`config.mk`:
```
export PLATFORM = sky130hd
export DESIGN_NAME = subleq_pc_unit
export DESIGN_NICKNAME = d
export VERILOG_FILES = /design/src/rtl/subleq_pkg.sv /design/src/rtl/subleq_ras.sv /design/src/rtl/subleq_pc_unit.sv
export SDC_FILE = /design/constraint.sdc
export NUM_CORES = 1
export LEC_CHECK = 0
export CORE_AREA = 2 2 99 101
export CTS_CLUSTER_DIAMETER = 50
export DETAILED_ROUTE_END_ITERATION = 8
export DIE_AREA = 0 0 101 103
export GPL_TIMING_DRIVEN = 0
export HOLD_SLACK_MARGIN = 0.12
export PLACE_DENSITY_LB_ADDON = 0.2
export SYNTH_ARGS = -nofsm -noshare
export SYNTH_HDL_FRONTEND = slang
export SYNTH_SLANG_ARGS = --single-unit
```
`constraint.sdc`:
```
create_clock -name clk -period 3.1 [get_ports clk]
set_input_delay 0.31 -clock clk [delete_from_list [all_inputs] [get_ports clk]]
set_output_delay 0.31 -clock clk [all_outputs]
set_load 0.01 [all_outputs]
```
`src/rtl/subleq_pkg.sv`:
```
// rtl/subleq_pkg.sv - shared SUBLEQ constants, PC op enum and request priority encoder
//
// Purpose: definitions shared by the program-counter unit and the sequencer.
//   SUBLEQ_WORD_SIZE : default address/PC width in bits
//   SUBLEQ_STEP      : words per SUBLEQ instruction (PC increment)
//   pc_op_t          : PC operation selected for one edge
//   pc_op_decode     : picks one op from the request lines, ret > call > branch > inc
package subleq_pkg;

  localparam int SUBLEQ_WORD_SIZE = 16;
  localparam int SUBLEQ_STEP      = 3;

  typedef enum logic [2:0] {
    PC_HOLD,
    PC_INC,
    PC_BRANCH,
    PC_CALL,
    PC_RET
  } pc_op_t;

  // Lower-priority requests are simply dropped, never queued.
  function automatic pc_op_t pc_op_decode(input logic inc, input logic branch,
                                          input logic call, input logic ret);
    pc_op_t op;
    op = PC_HOLD;
    if (ret)         op = PC_RET;
    else if (call)   op = PC_CALL;
    else if (branch) op = PC_BRANCH;
    else if (inc)    op = PC_INC;
    return op;
  endfunction

endpackage

```
`src/rtl/subleq_ras.sv`:
```
// rtl/subleq_ras.sv - return-address stack (LIFO) for the SUBLEQ PC unit
//
// Purpose: DEPTH x WIDTH last-in first-out store of return addresses.
// Ports:
//   clk       in  rising-edge clock
//   areset    in  synchronous active-high reset, empties the stack
//   push      in  write push_data on top (ignored when full)
//   pop       in  discard the top entry (ignored when empty)
//   push_data in  WIDTH  value to push
//   top       out WIDTH  current top entry ('0 when empty)
//   count     out occupied entries
//   full      out count == DEPTH
//   empty     out count == 0
// Entry contents are not reset; only the occupancy count is.
module subleq_ras #(
  parameter int DEPTH = 4,
  parameter int WIDTH = 16
) (
  input  logic                           clk,
  input  logic                           areset,
  input  logic                           push,
  input  logic                           pop,
  input  logic [WIDTH-1:0]               push_data,
  output logic [WIDTH-1:0]               top,
  output logic [$clog2(DEPTH+1)-1:0]     count,
  output logic                           full,
  output logic                           empty
);

  localparam int CNT_W = $clog2(DEPTH + 1);
  localparam int IDX_W = (DEPTH > 1) ? $clog2(DEPTH) : 1;

  logic [WIDTH-1:0] r_mem [DEPTH];
  logic [CNT_W-1:0] r_count;
  logic [IDX_W-1:0] w_wr_idx;
  logic [IDX_W-1:0] w_top_idx;
  logic             w_do_push;
  logic             w_do_pop;

  assign full      = (r_count == CNT_W'(DEPTH));
  assign empty     = (r_count == '0);
  assign count     = r_count;
  assign w_wr_idx  = IDX_W'(r_count);
  assign w_top_idx = IDX_W'(r_count - CNT_W'(1));
  assign top       = empty ? '0 : r_mem[w_top_idx];

  // Pop wins if both are requested; the top unit never asks for both.
  assign w_do_pop  = pop && !empty;
  assign w_do_push = push && !pop && !full;

  always_ff @(posedge clk) begin
    if (areset) begin
      r_count <= '0;
    end else if (w_do_pop) begin
      r_count <= r_count - CNT_W'(1);
    end else if (w_do_push) begin
      r_count <= r_count + CNT_W'(1);
    end
  end

  always_ff @(posedge clk) begin
    if (!areset && w_do_push) begin
      r_mem[w_wr_idx] <= push_data;
    end
  end

endmodule

```
`src/rtl/subleq_pc_unit.sv`:
```
// rtl/subleq_pc_unit.sv - SUBLEQ program counter with return-address stack and halt detect
//
// Purpose: holds the fetch address; increments by STEP, branches, calls and
// returns through a hardware RAS; keeps sticky stack-error flags.
// Optional macro SUBLEQ_PC_HALT_EN: a branch/call to the current PC sets
// halted and freezes the unit until reset. Without it halted is tied 0.
// Ports:
//   clk       in  rising-edge clock
//   areset    in  synchronous active-high reset
//   en        in  update enable (0 holds all state, flags included)
//   inc       in  pc <- pc + STEP
//   branch    in  pc <- addr
//   call      in  push pc + STEP, pc <- addr
//   ret       in  pc <- RAS top, pop
//   addr      in  WORD_SIZE  branch/call target
//   pc_out    out WORD_SIZE  registered PC
//   ras_count out occupied RAS entries
//   ras_ovf   out sticky: call with RAS full
//   ras_unf   out sticky: ret with RAS empty
//   halted    out sticky halt flag
module subleq_pc_unit
  import subleq_pkg::*;
#(
  parameter int                   WORD_SIZE  = SUBLEQ_WORD_SIZE,
  parameter int                   STEP       = SUBLEQ_STEP,
  parameter int                   RAS_DEPTH  = 4,
  parameter logic [WORD_SIZE-1:0] RESET_ADDR = '0
) (
  input  logic                             clk,
  input  logic                             areset,
  input  logic                             en,
  input  logic                             inc,
  input  logic                             branch,
  input  logic                             call,
  input  logic                             ret,
  input  logic [WORD_SIZE-1:0]             addr,
  output logic [WORD_SIZE-1:0]             pc_out,
  output logic [$clog2(RAS_DEPTH+1)-1:0]   ras_count,
  output logic                             ras_ovf,
  output logic                             ras_unf,
  output logic                             halted
);

  logic [WORD_SIZE-1:0] r_pc;
  logic                 r_ovf;
  logic                 r_unf;
  logic [WORD_SIZE-1:0] w_pc_next_seq;
  logic [WORD_SIZE-1:0] w_ras_top;
  logic                 w_ras_full;
  logic                 w_ras_empty;
  logic                 w_run;
  pc_op_t               w_op;

  assign w_op          = pc_op_decode(inc, branch, call, ret);
  assign w_pc_next_seq = r_pc + WORD_SIZE'(STEP);

`ifdef SUBLEQ_PC_HALT_EN
  logic r_halted;
  logic w_self;

  // Once halted, the unit behaves as if en were permanently low.
  assign w_run  = en && !r_halted;
  assign w_self = ((w_op == PC_BRANCH) || (w_op == PC_CALL)) && (addr == r_pc);
  assign halted = r_halted;

  always_ff @(posedge clk) begin
    if (areset) begin
      r_halted <= 1'b0;
    end else if (w_run && w_self) begin
      r_halted <= 1'b1;
    end
  end
`else
  assign w_run  = en;
  assign halted = 1'b0;
`endif

  subleq_ras #(
    .DEPTH (RAS_DEPTH),
    .WIDTH (WORD_SIZE)
  ) u_ras (
    .clk       (clk),
    .areset    (areset),
    .push      (w_run && (w_op == PC_CALL)),
    .pop       (w_run && (w_op == PC_RET)),
    .push_data (w_pc_next_seq),
    .top       (w_ras_top),
    .count     (ras_count),
    .full      (w_ras_full),
    .empty     (w_ras_empty)
  );

  always_ff @(posedge clk) begin
    if (areset) begin
      r_pc  <= RESET_ADDR;
      r_ovf <= 1'b0;
      r_unf <= 1'b0;
    end else if (w_run) begin
      case (w_op)
        PC_RET: begin
          if (w_ras_empty) r_unf <= 1'b1;
          else             r_pc  <= w_ras_top;
        end
        PC_CALL: begin
          // A dropped push still takes the jump.
          if (w_ras_full) r_ovf <= 1'b1;
          r_pc <= addr;
        end
        PC_BRANCH: r_pc <= addr;
        PC_INC:    r_pc <= w_pc_next_seq;
        default:   r_pc <= r_pc;
      endcase
    end
  end

  assign pc_out  = r_pc;
  assign ras_ovf = r_ovf;
  assign ras_unf = r_unf;

endmodule

```
==> qor.yml, run 1 <==
finalCritPeriodShare: 0.904
hold_buffers: 0
antenna-diode-count: 0
syn_nets: 349
fp.dieH_um: 103
coreArea_um2: 9460
hold_class: "reg2reg"
cts_tree: "yes"
drtIter0Drc: 276
drc: 0
dieArea_um2: 10400
rsz0062_at_grt: "false"
grt_use_met1: 0.278
grtUsageMet3: 0.0461
grt_pass1_vias: 2908
fin_skew_ps: 11.5
post-route-util: 0.514
ys_ff_latch: 85
critPathMaxStageDelay_ps: 400
critical_path.startpoint_type: "flip-flop"
hold_violations: 0
outcome: "finished clean"
hpwl_um: 7150
wire_per_inst_um: 21.2
timing.max_cap.violations: 0
slew_headroom: 0.506
cts_resized: 5
start_util: 0.435
synth_cell_types: 58
nets: 403
power_density_nw_per_um2: 503
dp_worst_setup_slack_ps: -83.5
crit_fanout: 10
grt_util_met2: 0.346
setup_viol: 0
synth-seq-area-share: 0.570
fmax_ghz: 0.357
synthCells: 320
drt_wl_total_um: 10400
yosysTopAreaCellShare: 0.468
grt_max_degree: 17
cts_root_buffer: "clkbuf_8"
async_reset_ff_frac: 0
slew_viol_final: 0
cts_buffer_depth: 2
yosys_warnings: 0
fill_cells: 847
ys.flop_type: "edfxtp_1"
cts-htree-levels: 3
ios: 45
firstDrtPassIters: 5
fin_ws_ps: 297
gp_congestion: 0.855
synth_edf_count: 64
die_width_um: 101
synth.area.top_cells: "edfxtp_1 47%, dfxtp_1 10%, mux4_2 7.1%"
vdd_ir_drop_max_mv: 0.200
busiest_layer: "met2"
grt_overflow: 0
avgSynthCellArea_um2: 12.8
critPathSlowestCell: "dfxtp_1"
path_delay_family: "buffers and inverters"
worst_pin_slew_ps: 735
viasPerCell: 5.84
clkLatencyLatePin_ps: 370
num_rows: 36
worstSetupPathType: "reg2reg"
grt_antenna_before_repair: 0
synth_area_um2: 4110
synthMostInstantiatedCell: "edfxtp_1"
cp.arrival_ps: 3050
areaGrowthSynthToFinish_pct: 18.3
cts_buffers: 9
crit_top_cell: "buf_2"
drive_above_1_share: 0.161
cts_setup_buffers: 0
place.port_buffers: 43
clock-sinks: 85
track_usage: 0.214
grt_first_pass_wirelength_um: 16100
critPathCaptureType: "flip-flop"
cp_num_buf_inv: 4
fin_crit_ps: 2800
cp.required_ps: 3350
final_antenna_net_count: 0
vias: 2881
leakage_nw: 1.58
cts.clk_slew.worst_paths_ps: 90
synth_top_area_cell: "edfxtp_1"
synth_common_cells: "64 x edfxtp_1, 21 x dfxtp_1, 21 x nand2_1, 13 x mux4_2, 13 x o21ai_0"
path_cells: "clkbuf_2 -> inv_1 -> ha_1 -> buf_2 -> buf_2 -> mux4_2 -> o21ai_0 -> a31oi_1 -> o21a_1"
-- logic make-up (layout without fill, tap and decap cells) --
kind of cell | after synthesis | after routing | synth area share
and+or+nand+nor | 86 | 86 | 0.122
DFF | 85 | 85 | 0.570
AOI/OAI and AO/OA | 76 | 76 | 0.135
buffers and inverters | 32 | 91 | 0.0329
muxes | 21 | 21 | 0.0932
xor gates and xnor gates | 13 | 13 | 0.0277
adders and majority gates | 6 | 6 | 0.0183
other | 1 | 1 | 0.000912
-- metal layers --
metal | vias to the layer above | wire length, µm
li1 | 1359 | -
met1 | 1396 | 4550
met2 | 109 | 4970
met3 | 17 | 673
met4 | 0 | 243
met5 | - | 0
-- area by class of cell --
| type | instances | area, µm² | share of cell area |
|---|---|---|---|
| repair buffers | 43 | 430 | 0.0885 |
| inverters | 10 | 37.5 | 0.00772 |
| multi-input cells | 203 | 1640 | 0.337 |
| well taps | 114 | 143 | 0.0293 |
| clock buffers | 9 | 124 | 0.0255 |
| flip-flops and latches | 85 | 2340 | 0.482 |
| plain buffers | 22 | 98.8 | 0.0203 |
| clock inverters | 7 | 50.0 | 0.0103 |
-- state kept, by name (all words and copies together) (netlist names) --
| name | flops |
|---|---|
| u_ras.r_mem | 64 |
| ras_unf | 1 |
| u_ras.count | 3 |
| pc_out | 16 |
| ras_ovf | 1 |
-- final timing paths --
check              end  depth (start not counted)  slack [ps]      startpoint
min            ras_ovf                          2         480         ras_ovf
max          pc_out[3]                          9         300  u_ras.count[0]
max reg2reg  pc_out[3]                          9         300  u_ras.count[0]
min reg2reg    ras_ovf                          2         480         ras_ovf
-- where the power goes --
part	internal, mW	leakage [nW]	switching, mW
Combinational	0.196	0.745	0.224
Clock	0.293	0.0820	0.421
Sequential	1.27	0.757	0.0411
Total	1.76	1.58	0.686
-- tightest hold or removal path, delay by kind of cell (launching register included) --
kind	cells	cell delay, ps
flops	1	330
simple gates	1	70
compound gates	1	40
-- through the flow --
| stage | cell area, µm² | TNS (ps) | total power, mW | instances | hold slack (ps) |
|---|---|---|---|---|---|
| 2_1_floorplan | 4110 | 0 | 1.58 | 320 | 472 |
| 3_3_place_gp | 4680 | -4870 | 1.75 | 477 | 446 |
| 3_5_place_dp | 4680 | -4780 | 1.75 | 477 | 464 |
| 4_1_cts | 4860 | 0 | 2.46 | 493 | 484 |
| 5_1_grt | 4860 | 0 | 2.54 | 493 | 509 |
| 6_report | 4860 | 0 | 2.45 | 493 | 476 |
-- layout by cell type (no fill, tap or decap), drive strengths merged, types with 4 or more instances in the layout --
master | synthesis | final
edfxtp | 64 | 64
a21oi | 12 | 12
nor2 | 9 | 9
or3 | 5 | 5
nor3 | 4 | 4
mux4 | 13 | 13
buf | 9 | 9
nand2 | 21 | 21
dfxtp | 21 | 21
a211oi | 10 | 10
inv | 10 | 12
nand3b | 5 | 5
clkdlybuf4s50 | 0 | 43
o21ai | 13 | 13
or4 | 4 | 4
a31oi | 7 | 7
and2 | 5 | 5
nand2b | 5 | 5
o311ai | 4 | 4
mux2 | 8 | 8
xnor2 | 10 | 10
clkbuf | 13 | 22
ha | 6 | 6
nand3 | 7 | 7
Note: power is estimated with default switching activity, not from simulation.
==> inputs of run 2 (changes only) <==
--- a/config.mk
+++ b/config.mk
@@ -12,6 +12,8 @@
 export GPL_TIMING_DRIVEN = 0
 export HOLD_SLACK_MARGIN = 0.12
 export PLACE_DENSITY_LB_ADDON = 0.2
+export SETUP_SLACK_MARGIN = 0.3
 export SYNTH_ARGS = -nofsm -noshare
 export SYNTH_HDL_FRONTEND = slang
 export SYNTH_SLANG_ARGS = --single-unit
+export TNS_END_PERCENT = 5
==> qor.yml, run 2 (same netlist as run 1, synthesis figures left out) <==
outcome: "finished clean"
antenna-diode-count: 0  # unchanged
track_usage: 0.214  # unchanged
critPathSlowestCell: "dfxtp_1"
cts_root_buffer: "clkbuf_8"
fin_crit_ps: 2630  # -177 ps
p_switching_mw: 0.683  # -0.41%
fp.dieH_um: 103  # unchanged
areaGrowthSynthToFinish_pct: 18.4
pwr-share-clk: 0.291  # about the same
fin_setup_tns_ps: 0  # unchanged
fmax_ghz: 0.381  # +6.8%
whs_ps: 475  # -1.46 ps
clock-sinks: 85  # unchanged
drc: 0  # unchanged
power_density_nw_per_um2: 502  # -0.13%
cts_buffers: 9  # unchanged
path_cells: "clkbuf_4 -> inv_1 -> ha_1 -> buf_2 -> buf_4 -> mux4_2 -> o21ai_0 -> a31oi_1 -> o21a_1"
leakage_nw: 1.58  # about the same
largest_register_ffs: 64  # unchanged
rsz0062_at_grt: "false"
slew_headroom: 0.544  # +0.0376
cts_tree: "yes"
cts_resized: 6  # +1
p_comb_frac: 0.172  # about the same
clkLatencyLatePin_ps: 360  # about the same
place.port_buffers: 43  # unchanged
drive_above_1_share: 0.161  # unchanged
worstHoldPathCells: 2  # unchanged
nets: 403  # unchanged
grt_antenna_before_repair: 0  # unchanged
post-route-util: 0.515  # +0.000530
setup_viol: 0  # unchanged
crit_fanout: 10  # unchanged
critical_path.startpoint_type: "flip-flop"
cts-htree-levels: 3  # unchanged
grt_pass1_vias: 2908  # unchanged
regMostFlops: "u_ras.r_mem"
vias: 2875  # -0.21%
timing.max_cap.violations: 0  # unchanged
final_antenna_net_count: 0  # unchanged
grt_first_pass_wirelength_um: 16100  # unchanged
cp.arrival_ps: 2870  # -180 ps
finalCritPeriodShare: 0.847  # -0.0572
grt_max_degree: 17  # unchanged
start_util: 0.435  # unchanged
gp_congestion: 0.855  # unchanged
worst_pin_slew_ps: 679  # -56.0 ps
drt_wl_total_um: 10400  # about the same
hold_violations: 0  # unchanged
ios: 45  # unchanged
drtIter0Drc: 224  # -19%
slew_viol_final: 0  # unchanged
vdd_ir_drop_max_mv: 0.199  # -0.26%
reg2reg_depth: 9  # unchanged
grt_overflow: 0  # unchanged
cts.clk_slew.worst_paths_ps: 90  # about the same
critPathLaunch: "u_ras.count[0]"
power.internal_mw: 1.76  # +0.12%
stdcell_area_um2: 4870  # +0.10%
swShare: 0.279  # -0.00107
firstDrtPassIters: 4  # -1
dpl_cell_area_um2: 4680  # unchanged
critPathMaxStageDelay_ps: 400  # about the same
hpwl_um: 7150  # unchanged
num_rows: 36  # unchanged
cts_setup_buffers: 0  # unchanged
seqPwrFrac: 0.536  # about the same
mostFrequentLayoutCells: "64 x edfxtp_1, 43 x clkdlybuf4s50_1, 21 x nand2_1, 21 x dfxtp_1"
hold_buffers: 0  # unchanged
r2r-start: "u_ras.count[0]"
hold_class: "reg2reg"
dieArea_um2: 10400  # unchanged
coreArea_um2: 9460  # unchanged
wire_per_inst_um: 21.2  # about the same
cts_buffer_depth: 2  # unchanged
cp.required_ps: 3350  # about the same
min-delay-start: "ras_ovf"
die_width_um: 101  # unchanged
worstSetupPathType: "reg2reg"
viasPerCell: 5.83  # -0.21%
critPathCaptureType: "flip-flop"
fin_skew_ps: 11.9  # +0.342 ps
post-place-cells: 477  # unchanged
fin_cells: 493  # unchanged
final_common_cell: "edfxtp_1"
run 2: metrics by stage:
stage | worst slack, ps | total power, mW
detailed placement | -83.5 | 1.75
finish | 474 | 2.45
global placement | -82.8 | 1.75
floorplan | 667 | 1.58
CTS | 354 | 2.46
global route | 331 | 2.54
run 2: routing by layer:
layer / up-vias / share of wire / GRT usage
met4: 0 / 0.022 / 0.0998
met5: - / 0 / 0
met3: 14 / 0.053 / 0.0461
met1: 1422 / 0.44 / 0.278
li1: 1357 / - / -
met2: 82 / 0.48 / 0.346
run 2: cell type report:
cell class / instances / area [µm²]
clock buffer: 9 / 124
multi-input combinational: 203 / 1640
fill: 849 / 4590
clock inverter: 7 / 50.0
sequential: 85 / 2340
tap: 114 / 143
inverter: 10 / 37.5
buffer: 22 / 104
timing repair buffer: 43 / 430
run 2: power groups by stage:
stage / logic, mW / clock network [mW] / registers [mW]
2_1_floorplan: 0.243 / 0 / 1.34
3_3_place_gp: 0.410 / 0 / 1.34
3_5_place_dp: 0.417 / 0 / 1.34
4_1_cts: 0.422 / 0.726 / 1.31
5_1_grt: 0.459 / 0.763 / 1.32
6_report: 0.421 / 0.712 / 1.31
run 2: worst paths after layout:
path,slack (ps),to
setup / recovery,470,pc_out[3]
hold / removal,470,ras_ovf
setup reg to reg,470,pc_out[3]
hold reg to reg,470,ras_ovf
run 2: critical path: cells and delay by family (launching register included):
kind,cells,cell delay [ps]
compound gates,3,470
buf+inv,4,950
mux,1,320
flops,1,400
fa+ha+maj,1,370
==> inputs of run 3 (changes only) <==
==> constraint.sdc (replaced) <==
create_clock -name clk -period 2.4 [get_ports clk]
set_input_delay 0.24 -clock clk [delete_from_list [all_inputs] [get_ports clk]]
set_output_delay 0.24 -clock clk [all_outputs]
set_load 0.01 [all_outputs]
==> qor.yml, run 3 (same netlist as run 1, synthesis figures left out) <==
grt_first_pass_wirelength_um: 16000  # -0.30%
num_rows: 36  # unchanged
fill_cells: 847  # -0.24%
path_cells: "clkdlybuf4s50_1 -> clkbuf_2 -> and3b_1 -> and2_1 -> nor2b_1 -> and2_4"
gp_congestion: 0.849  # -0.64%
fin_setup_tns_ps: 0  # unchanged
final_common_cell: "edfxtp_1"
cts-htree-levels: 3  # unchanged
cp.required_ps: 2440  # -910 ps
setup_viol: 0  # unchanged
total_power_mw: 3.38  # +38%
post-place-cells: 477  # unchanged
regMostFlops: "u_ras.r_mem"
track_usage: 0.211  # -0.00360
whs_ps: 474  # -0.462 ps
cp.arrival_ps: 2180  # -690 ps
slew_headroom: 0.510  # -0.0340
swShare: 0.255  # -0.0240
mostFrequentLayoutCells: "64 x edfxtp_1, 43 x clkdlybuf4s50_1, 21 x nand2_1"
fin_crit_ps: 2150
drtIter0Drc: 272  # +21%
vias: 2897  # +0.77%
hold_class: "reg2reg"
cts_buffer_depth: 2  # unchanged
clkLatencyLatePin_ps: 350  # about the same
stdcell_area_um2: 5080  # +4.4%
slew_viol_final: 0  # unchanged
outcome: "finished clean"
grt_overflow: 0  # unchanged
worst_pin_slew_ps: 730  # +50.5 ps
hpwl_um: 7040  # -1.5%
critPathMaxStageDelay_ps: 570  # +170 ps
leakage_nw: 1.68  # +5.9%
pwr-share-clk: 0.327  # +0.036
cts_tree: "yes"
hold_violations: 0  # unchanged
seqPwrFrac: 0.501  # -0.035
grt_max_degree: 17  # unchanged
die_width_um: 101  # unchanged
fin_cells: 498  # +1.0%
nets: 408  # +1.2%
vdd_ir_drop_max_mv: 0.372  # +87%
rsz0062_at_grt: "true"
coreArea_um2: 9460  # unchanged
critPathSlowestCell: "clkdlybuf4s50_1"
finalCritPeriodShare: 0.895
final_antenna_net_count: 0  # unchanged
cts.clk_slew.worst_paths_ps: 80  # about the same
grt_pass1_vias: 2918  # +0.34%
fmax_ghz: 0.466
critical_path.startpoint_type: "input port"
dieArea_um2: 10400  # unchanged
crit_fanout: 16  # +6
critPathCaptureType: "flip-flop"
ios: 45  # unchanged
start_util: 0.435  # unchanged
viasPerCell: 5.82  # -0.25%
fp.dieH_um: 103  # unchanged
fin_skew_ps: 4.95  # -6.93 ps
worstSetupPathType: "in2reg"
grt_antenna_before_repair: 0  # unchanged
cts_root_buffer: "clkbuf_8"
firstDrtPassIters: 4  # unchanged
p_comb_frac: 0.172  # about the same
hold_buffers: 0  # unchanged
cts_buffers: 9  # unchanged
power.internal_mw: 2.52  # +43%
p_switching_mw: 0.863  # +26%
dpl_cell_area_um2: 4700  # +0.35%
wire_per_inst_um: 20.8  # -1.8%
drt_wl_total_um: 10300  # -0.83%
place.port_buffers: 43  # unchanged
power_density_nw_per_um2: 665  # +32%
clock-sinks: 85  # unchanged
drc: 0  # unchanged
timing.max_cap.violations: 0  # unchanged
largest_register_ffs: 64  # unchanged
antenna-diode-count: 0  # unchanged
areaGrowthSynthToFinish_pct: 23.7
drive_above_1_share: 0.188  # +0.0266
==> run 3: layer usage <==
| layer | wire length [µm] | track usage |
|---|---|---|
| met5 | 0 | 0 |
| met4 | 123 | 0.0634 |
| met3 | 744 | 0.0400 |
| met2 | 4990 | 0.347 |
| met1 | 4480 | 0.285 |
==> run 3: area by class of cell <==
type                    instances  area, µm²  share of cell area
well taps                     114        143              0.0281
flip-flops and latches         85       2350               0.462
clock buffers                  11        131              0.0258
repair buffers                 48        518               0.102
plain buffers                  22        141              0.0278
inverters                      10       37.5             0.00738
clock inverters                 5       83.8              0.0165
multi-input cells             203       1680               0.331
==> run 3: worst max-delay path, delay by kind of cell <==
kind	cells	cell delay [ps]
and+or+nand+nor	4	1100
buffers and inverters	2	830
==> run 3: worst paths after layout <==
path / startpoint / to / slack, ps / cells past startpoint
max: call / u_ras.r_mem[1][4] / 250 / 6
min: ras_ovf / ras_ovf / 470 / 2
max reg2reg: u_ras.count[0] / pc_out[9] / 290 / 8
min reg2reg: ras_ovf / ras_ovf / 470 / 2
==> run 3: repair_timing <==
action,in CTS,in global routing
pin swaps,2,0
setup buffers,5,0
endpoints found under the setup margin,89,79
endpoints found under the hold margin,0,0
gates resized for setup,20,3
==> run 3: power by group through the flow <==
stage | clock (mW) | sequential, mW | combinational (mW)
2_1_floorplan | 0 | 1.73 | 0.321
3_3_place_gp | 0 | 1.73 | 0.539
3_5_place_dp | 0 | 1.73 | 0.546
4_1_cts | 1.12 | 1.69 | 0.582
5_1_grt | 1.18 | 1.70 | 0.633
6_report | 1.11 | 1.69 | 0.581
==> run 3: metrics by stage <==
| step | setup slack [ps] | util |
|---|---|---|
| final | 252 | 0.537 |
| after detailed placement | -702 | 0.497 |
| after CTS | 262 | 0.537 |
| after floorplan | 213 | - |
| after global routing | 178 | 0.537 |
| after global placement | -695 | 0.497 |
